## src/rtl/i3c_pkg.sv

```systemverilog
// Shared types for the CSR/FIFO port bridge.
// This file holds the bridge FSM encoding and the width of the timeout statistics counters.
package i3c_pkg;

   typedef enum logic [1:0] {
      IDLE    = 2'd0,
      WR_WAIT = 2'd1,
      RD_WAIT = 2'd2
   } bridge_state_e;

   localparam int unsigned StatCntW = 16;

endpackage

```

## src/rtl/caliptra_prim_fifo_sync.sv

```systemverilog
// Synchronous FIFO with an exact occupancy count and an optional pass-through when empty.
// Depth must be a power of two, because the pointers carry one extra wrap bit.
module caliptra_prim_fifo_sync #(
   parameter int unsigned Width             = 16,
   parameter bit          Pass              = 1'b1,
   parameter int unsigned Depth             = 4,
   parameter bit          OutputZeroIfEmpty = 1'b1,
   localparam int unsigned DepthW           = $clog2(Depth + 1)
) (
   input  logic              clk_i,
   input  logic              rst_ni,
   input  logic              clr_i,
   input  logic              wvalid_i,
   output logic              wready_o,
   input  logic [Width-1:0]  wdata_i,
   output logic              rvalid_o,
   input  logic              rready_i,
   output logic [Width-1:0]  rdata_o,
   output logic              full_o,
   output logic [DepthW-1:0] depth_o
);
   localparam int unsigned AW = $clog2(Depth);

   logic [AW:0]      wptr_q, wptr_d, rptr_q, rptr_d;
   logic [AW:0]      occ;
   logic [Width-1:0] mem_q [Depth];
   logic             empty, pass_thru, push, pop;

   assign occ       = wptr_q - rptr_q;
   assign empty     = (occ == '0);
   assign full_o    = (occ == (AW+1)'(Depth));
   assign depth_o   = DepthW'(occ);
   assign wready_o  = ~full_o;
   assign pass_thru = Pass && empty;
   assign rvalid_o  = ~empty | (pass_thru & wvalid_i);

   always_comb begin
      rdata_o = pass_thru ? wdata_i : mem_q[rptr_q[AW-1:0]];
      if (OutputZeroIfEmpty && !rvalid_o) rdata_o = '0;
   end

   // A pass-through word consumed in the same cycle never lands in storage.
   assign push = wvalid_i & wready_o & ~(pass_thru & rready_i) & ~clr_i;
   assign pop  = rready_i & ~empty & ~clr_i;

   always_comb begin
      wptr_d = clr_i ? '0 : wptr_q + (AW+1)'(push);
      rptr_d = clr_i ? '0 : rptr_q + (AW+1)'(pop);
   end

   always_ff @(posedge clk_i or negedge rst_ni) begin
      if (!rst_ni) begin
         wptr_q <= '0;
         rptr_q <= '0;
      end else begin
         wptr_q <= wptr_d;
         rptr_q <= rptr_d;
      end
   end

   always_ff @(posedge clk_i) begin
      if (push) mem_q[wptr_q[AW-1:0]] <= wdata_i;
   end

endmodule

```

## src/rtl/csr_fifo_port_bridge.sv

```systemverilog
// Bridges single-cycle CSR external-register requests onto a sync FIFO that an external
// valid/ready port also drains. Timeout statistics are built only with I3C_FIFO_BRIDGE_STATS_EN.
module csr_fifo_port_bridge
   import i3c_pkg::*;
#(
   parameter int unsigned  Width         = 32,
   parameter int unsigned  Depth         = 64,
   parameter int unsigned  TimeoutCycles = 16,
   localparam int unsigned DepthW        = $clog2(Depth + 1)
) (
   input  logic                clk_i,
   input  logic                rst_ni,
   input  logic                clr_i,
   input  logic                req_i,
   input  logic                req_is_wr_i,
   input  logic [Width-1:0]    wr_data_i,
   output logic                wr_ack_o,
   output logic                rd_ack_o,
   output logic [Width-1:0]    rd_data_o,
   output logic                err_o,
   output logic                ext_rvalid_o,
   input  logic                ext_rready_i,
   output logic [Width-1:0]    ext_rdata_o,
   output logic [DepthW-1:0]   depth_o,
   output logic                full_o,
   output logic                empty_o,
   output logic [StatCntW-1:0] ovf_cnt_o,
   output logic [StatCntW-1:0] unf_cnt_o
);
   localparam int unsigned CntW = (TimeoutCycles > 1) ? $clog2(TimeoutCycles + 1) : 1;

   bridge_state_e    state_q, state_d;
   logic [CntW-1:0]  cnt_q, cnt_d;
   logic [Width-1:0] wdata_q, wdata_d, rd_data_q, rd_data_d;
   logic             wr_ack_q, wr_ack_d, rd_ack_q, rd_ack_d, err_q, err_d;
   logic [Width-1:0] fifo_wdata, fifo_rdata;
   logic             fifo_wready, fifo_rvalid, fifo_full;
   logic             push, csr_pop, ext_pop, csr_can_pop, tmo;

   caliptra_prim_fifo_sync #(
      .Width (Width),
      .Pass  (1'b0),
      .Depth (Depth)
   ) u_fifo (
      .clk_i    (clk_i),
      .rst_ni   (rst_ni),
      .clr_i    (clr_i),
      .wvalid_i (push),
      .wready_o (fifo_wready),
      .wdata_i  (fifo_wdata),
      .rvalid_o (fifo_rvalid),
      .rready_i (ext_pop | csr_pop),
      .rdata_o  (fifo_rdata),
      .full_o   (fifo_full),
      .depth_o  (depth_o)
   );

   // The external port has priority, so the CSR side may only take a head the ext side leaves.
   assign ext_rvalid_o = fifo_rvalid & ~clr_i;
   assign ext_pop      = ext_rvalid_o & ext_rready_i;
   assign csr_can_pop  = fifo_rvalid & ~clr_i & ~ext_pop;
   assign ext_rdata_o  = fifo_rdata;
   assign full_o       = fifo_full;
   assign empty_o      = ~fifo_rvalid;
   assign tmo          = (TimeoutCycles != 0) && (cnt_q == CntW'(TimeoutCycles - 1));

   always_comb begin
      state_d    = state_q;
      cnt_d      = cnt_q;
      wdata_d    = wdata_q;
      rd_data_d  = rd_data_q;
      wr_ack_d   = 1'b0;
      rd_ack_d   = 1'b0;
      err_d      = 1'b0;
      push       = 1'b0;
      csr_pop    = 1'b0;
      fifo_wdata = wdata_q;
      unique case (state_q)
         IDLE: begin
            if (req_i && clr_i) begin
               wr_ack_d = req_is_wr_i;
               rd_ack_d = ~req_is_wr_i;
               err_d    = 1'b1;
               if (!req_is_wr_i) rd_data_d = '0;
            end else if (req_i && req_is_wr_i) begin
               if (fifo_wready) begin
                  push       = 1'b1;
                  fifo_wdata = wr_data_i;
                  wr_ack_d   = 1'b1;
               end else begin
                  wdata_d = wr_data_i;
                  cnt_d   = '0;
                  state_d = WR_WAIT;
               end
            end else if (req_i) begin
               if (csr_can_pop) begin
                  csr_pop   = 1'b1;
                  rd_data_d = fifo_rdata;
                  rd_ack_d  = 1'b1;
               end else begin
                  cnt_d   = '0;
                  state_d = RD_WAIT;
               end
            end
         end
         WR_WAIT: begin
            if (clr_i || fifo_wready || tmo) begin
               state_d  = IDLE;
               wr_ack_d = 1'b1;
               err_d    = clr_i | ~fifo_wready;
               push     = ~clr_i & fifo_wready;
            end else begin
               cnt_d = cnt_q + CntW'(1);
            end
         end
         RD_WAIT: begin
            if (clr_i || csr_can_pop || tmo) begin
               state_d   = IDLE;
               rd_ack_d  = 1'b1;
               err_d     = ~csr_can_pop;
               csr_pop   = csr_can_pop;
               rd_data_d = csr_can_pop ? fifo_rdata : '0;
            end else begin
               cnt_d = cnt_q + CntW'(1);
            end
         end
         default: state_d = IDLE;
      endcase
   end

   always_ff @(posedge clk_i or negedge rst_ni) begin
      if (!rst_ni) begin
         state_q   <= IDLE;
         cnt_q     <= '0;
         wdata_q   <= '0;
         rd_data_q <= '0;
         wr_ack_q  <= 1'b0;
         rd_ack_q  <= 1'b0;
         err_q     <= 1'b0;
      end else begin
         state_q   <= state_d;
         cnt_q     <= cnt_d;
         wdata_q   <= wdata_d;
         rd_data_q <= rd_data_d;
         wr_ack_q  <= wr_ack_d;
         rd_ack_q  <= rd_ack_d;
         err_q     <= err_d;
      end
   end

   assign wr_ack_o  = wr_ack_q;
   assign rd_ack_o  = rd_ack_q;
   assign err_o     = err_q;
   assign rd_data_o = rd_data_q;

`ifdef I3C_FIFO_BRIDGE_STATS_EN
   logic [StatCntW-1:0] ovf_cnt_q, ovf_cnt_d, unf_cnt_q, unf_cnt_d;
   logic                wr_tmo, rd_tmo;

   // Only genuine timeouts count; flush aborts are not starvation events.
   assign wr_tmo = (state_q == WR_WAIT) & ~clr_i & ~fifo_wready & tmo;
   assign rd_tmo = (state_q == RD_WAIT) & ~csr_can_pop & ~clr_i & tmo;

   always_comb begin
      ovf_cnt_d = ovf_cnt_q;
      unf_cnt_d = unf_cnt_q;
      if (clr_i) begin
         ovf_cnt_d = '0;
         unf_cnt_d = '0;
      end else begin
         if (wr_tmo && ovf_cnt_q != '1) ovf_cnt_d = ovf_cnt_q + 1'b1;
         if (rd_tmo && unf_cnt_q != '1) unf_cnt_d = unf_cnt_q + 1'b1;
      end
   end

   always_ff @(posedge clk_i or negedge rst_ni) begin
      if (!rst_ni) begin
         ovf_cnt_q <= '0;
         unf_cnt_q <= '0;
      end else begin
         ovf_cnt_q <= ovf_cnt_d;
         unf_cnt_q <= unf_cnt_d;
      end
   end

   assign ovf_cnt_o = ovf_cnt_q;
   assign unf_cnt_o = unf_cnt_q;
`else
   assign ovf_cnt_o = '0;
   assign unf_cnt_o = '0;
`endif

endmodule

```

## config.mk

```make
export PLATFORM = sky130hd
export DESIGN_NAME = csr_fifo_port_bridge
export DESIGN_NICKNAME = d
export VERILOG_FILES = /design/src/rtl/i3c_pkg.sv /design/src/rtl/caliptra_prim_fifo_sync.sv /design/src/rtl/csr_fifo_port_bridge.sv
export SDC_FILE = /design/constraint.sdc
export NUM_CORES = 2
export LEC_CHECK = 0
export CAP_MARGIN = 40
export CORE_ASPECT_RATIO = 0.9
export CORE_MARGIN = 2
export CORE_UTILIZATION = 56
export DETAILED_ROUTE_END_ITERATION = 8
export GPL_ROUTABILITY_DRIVEN = 0
export GPL_TIMING_DRIVEN = 0
export PLACE_DENSITY_LB_ADDON = 0.2
export SYNTH_ARGS = -nofsm -noshare
export SYNTH_HDL_FRONTEND = slang
export SYNTH_SLANG_ARGS = --single-unit
```

## constraint.sdc

```tcl
create_clock -name clk_i -period 5.44 [get_ports clk_i]
set_input_delay 1.088 -clock clk_i [delete_from_list [all_inputs] [get_ports clk_i]]
set_output_delay 1.088 -clock clk_i [all_outputs]
set_load 0.01 [all_outputs]
```

==> PnR_summary.wiki <==
{| class="wikitable"
! Metric !! Value
|-
| Half-perimeter wire length after detailed placement || 144.6 mm
|-
| Measured slew at the worst slew-check pin || about 1000 ps
|-
| Root buffer cell || sky130_fd_sc_hd__clkbuf_16
|-
| Post-Place Worst Slack || -2052 ps
|-
| Critical Path Source Type || register
|-
| Crit-path max FO || 4
|-
| EDFF count, synth || 2,048
|-
| Placed standard-cell area || ~90,000 µm²
|-
| Largest net degree at the start of global routing || 65
|-
| Total power divided by cell area || ~470 nW/µm²
|-
| Worst vdd rail ir drop || 0.4917 mV
|-
| Clock period minus worst slack || 5569 ps
|-
| Antenna violations before repair || 5
|-
| Final design instance area without fill || between 90,000 and 100,000 µm²
|-
| Core region area || 146,400 µm²
|-
| Initial Utilization || 56.53%
|-
| Crit path cell chain || clkbuf_8 -> buf_12 -> buf_12 -> clkbuf_16 -> inv_8 -> fa_2 -> a211oi_2 -> buf_4 -> o21bai_1 -> a211oi_2 -> buf_4 -> nor2_4 -> and2_4 -> buf_12 -> buf_16 -> nor3_4 -> buf_2
|-
| M1 wire length || 82.45 mm
|-
| Fmax || 179.6 MHz
|-
| Worst setup EP type || output port
|-
| Insertion delay of the later-clocked pin in the worst-skew pair || 840 ps
|-
| Clock-pin slew of the registers on the worst-case setup and hold paths || 70 ps
|-
| Synth cell count leaders || 2,048 x sky130_fd_sc_hd__edfxtp_1, 640 x sky130_fd_sc_hd__mux4_2, 178 x sky130_fd_sc_hd__nand2_1
|-
| Share of final-layout standard cells stronger than drive strength 1 || 35.03%
|-
| Total die area || 150,900 µm²
|-
| Total overflow reported by the global router || 0
|-
| Mean number of vias per cell || 6.581
|-
| Leakage || roughly 31 nW
|-
| Area fraction in compound gates after synthesis || 0.7058%
|-
| CTS sink count || 2,136
|-
| Portion of netlist area occupied by mux cells || 18.31%
|-
| Number of synthesized register bits || 2,136
|-
| Worst Path Arrival || 4480 ps
|-
| Hold_ws || 259.5 ps
|-
| Mean area per synthesized cell || 22.95 µm²
|-
| Topmost layer with routed signal wires || met5
|-
| Share of the synthesized area in the top cell type || 74.29%
|-
| Worst Setup Slack, final || -128.6 ps
|-
| Xor-xnor portion of the synthesized cell area || less than 1%
|-
| Area added between synthesis and finish || 17.50%
|-
| Global-route wire length before repair || 304.8 mm
|-
| Number of buffers created by CTS || 198
|-
| Clock tree buffer depth || 3
|-
| Number of top-level design ports || 147
|-
| Violations in the final reports || negative setup slack
|-
| Async set-reset flop share out of synthesis || roughly 4.1%
|-
| DRT antenna net count || 0
|-
| Number of DRC markers after the initial detailed-route iteration || 6,336
|-
| Classification of the worst setup path || register to output port
|-
| Detailed-route via count || 41,320
|-
| Main combinational cell family by area after synthesis || multiplexers
|-
| Count of final max-slew check failures || 0
|-
| Quantity of I/O buffers inserted on ports || 113
|-
| Count of warnings emitted by yosys || 0
|-
| Slowest cell delay on critical path || 420 ps
|-
| FILL cells || 9,178
|-
| Vias in the first global route || 41,370
|-
| Most common cell in the netlist || sky130_fd_sc_hd__edfxtp_1
|-
| RSZ-0062 raised after global routing || yes
|-
| Final count of hold timing violations || 0
|-
| Cell count after placement || 5,858
|-
| Die boundary height || between 300 and 400 µm
|-
| Remaining DRCs || 0
|-
| Total power || between 40 and 50 mW
|-
| GR Util All Layers || between 20% and 30%
|-
| Period utilization || 102.4%
|-
| Area of combinational cells with multiple inputs || between 15,000 and 20,000 µm²
|-
| Result of the run || finished with violations
|-
| Critical Path Slowest Stage Cell || sky130_fd_sc_hd__nor3_4
|-
| Met3 routed WL || 27.52 mm
|-
| Worst clock skew || 40.04 ps
|-
| Cell Area, Synth || 82,790 µm²
|-
| CP Data Required Time || 4350 ps
|-
| Synth cell types || 54
|-
| Iteration count of the initial detailed-routing pass || 6
|-
| Average wire per standard cell || 34.49 µm
|-
| Cell with the most instances on the worst path || sky130_fd_sc_hd__buf_12
|-
| Post-Syn Instances || 3,608
|-
| Number of core rows || 133
|-
| Simple-gate portion of the synthesized area || 2.299%
|-
| Htree depth || 4
|-
| Sequential cell area fraction in the yosys report || about 77%
|-
| Biggest area consumer among synthesized cells || sky130_fd_sc_hd__edfxtp_1
|-
| Area share of fa/ha/maj cells after synthesis || less than 1%
|-
| Final Setup Violations || 4
|-
| Leading cell types by total area after synthesis || sky130_fd_sc_hd__edfxtp_1 74%, sky130_fd_sc_hd__mux4_2 17%, sky130_fd_sc_hd__dfrtp_1 2.7%
|-
| Detailed-routed wire length on met2 || 98.90 mm
|-
| Hold Path Class || input port to async pin
|-
| Most used DFF post-synth || sky130_fd_sc_hd__edfxtp_1
|-
| TritonCTS clock tree || built
|-
| Post-detailed-routing wire length || 216.5 mm
|-
| Area taken by flip-flops and latches || around 64,000 µm²
|-
| Headroom to the max-slew limit || 31.26%
|-
| Final net count || 4,212
|-
| Width of the die || 409.3 µm
|-
| Number of standard cells in the layout, taps in and fillers out || ~6,300
|-
| Max cap viols || 0
|}
layout make-up:
class | instances | area share (%)
Antenna cell | 2 | 0.005145
Buffer | 216 | 1.227
Clock buffer | 250 | 5.468
Clock inverter | 112 | 1.035
Inverter | 18 | 0.09004
Multi-Input combinational cell | 1257 | 19.57
Sequential cell | 2136 | 65.49
Tap cell | 1957 | 2.517
Timing Repair Buffer | 330 | 4.602
per-stage QoR:
step / setup TNS (ps) / util, %
final: -325.0 / 66.43
after global routing: -350.0 / 66.42
after CTS: -2192 / 66.16
after detailed placement: -5195830 / 61.27
after global placement: - / 59.06
after floorplan: -14700 / -
critical path: cells and delay by family (launching register included):
kind | cells | cell delay (ps)
buffers and inverters | 10 | 1490
AND/OR/NAND/NOR | 3 | 620
adder cells (fa/ha/maj) | 1 | 400
flip-flops | 1 | 390
AO/OA/AOI/OAI | 3 | 730
metal layers:
layer / up-vias / track usage, %
met5: - / 0
met3: 389 / 10.05
li1: 16320 / -
met4: 2 / 10.41
met1: 22040 / 41.06
met2: 2563 / 42.46
where the power goes:
part	total, mW	switching, mW	internal, mW	leakage (nW)
clock	13.7	5.95	7.71	3.09
sequential	19.8	0.141	19.6	20.0
combinational	11.9	6.90	5.04	8.27
registers in the layout, summed over array words and instances (netlist names):
register	cells
cnt_q	5
err_o	1
rd_ack_o	1
rd_data_o	32
state_q	2
u_fifo.mem_q	2048
u_fifo.rptr_q	7
u_fifo.wptr_q	7
wdata_q	32
wr_ack_o	1
logic make-up after synthesis:
group / count (synthesis)
other: 1
adders and majority gates: 17
DFF: 2136
and+or+nand+nor: 415
muxes: 706
buffers and inverters: 246
AOI/OAI and AO/OA: 75
xor gates and xnor gates: 12
cells in the final DEF, fill, tap and decap left out, drive strengths merged, types with 10 or more instances in the layout:
cell              n
a21oi            10
and3             66
buf             353
bufinv           17
clkbuf          363
clkdlybuf4s50    77
clkinv           86
conb             32
dfrtp            88
edfxtp         2048
ha               16
inv              20
mux2             64
mux4            640
nand2           178
nand3            12
nor2             90
nor3             37
o21ai            10
o41ai            32
worst paths after layout:
check	cells after the start	from	endpoint	slack [ps]
setup reg to reg	20	u_fifo.rptr_q[1]$_DFF_PN0_	u_fifo.mem_q[39][5]$_DFFE_PP_	80
hold reg to reg	2	cnt_q[4]$_DFFE_PN0P_	cnt_q[4]$_DFFE_PN0P_	480
setup / recovery	17	u_fifo.rptr_q[1]$_DFF_PN0_	ext_rdata_o[13]	-130
max in group asynchronous	2	rst_ni	u_fifo.rptr_q[4]$_DFF_PN0_	4430
min in group clk_i	2	cnt_q[4]$_DFFE_PN0P_	cnt_q[4]$_DFFE_PN0P_	480
hold / removal	1	rst_ni	wdata_q[10]$_DFFE_PN0P_	260
what timing repair did:
action / 4_1_cts / 5_1_grt
buffers inserted: 32 / 32
gates resized for setup: 323 / 54
hold buffers: 0 / 0
setup endpoints to repair: 4214 / 1552
pin swaps: 25 / 22
gates cloned: 2 / 0
No activity file was read; power rests on OpenSTA's default activity.
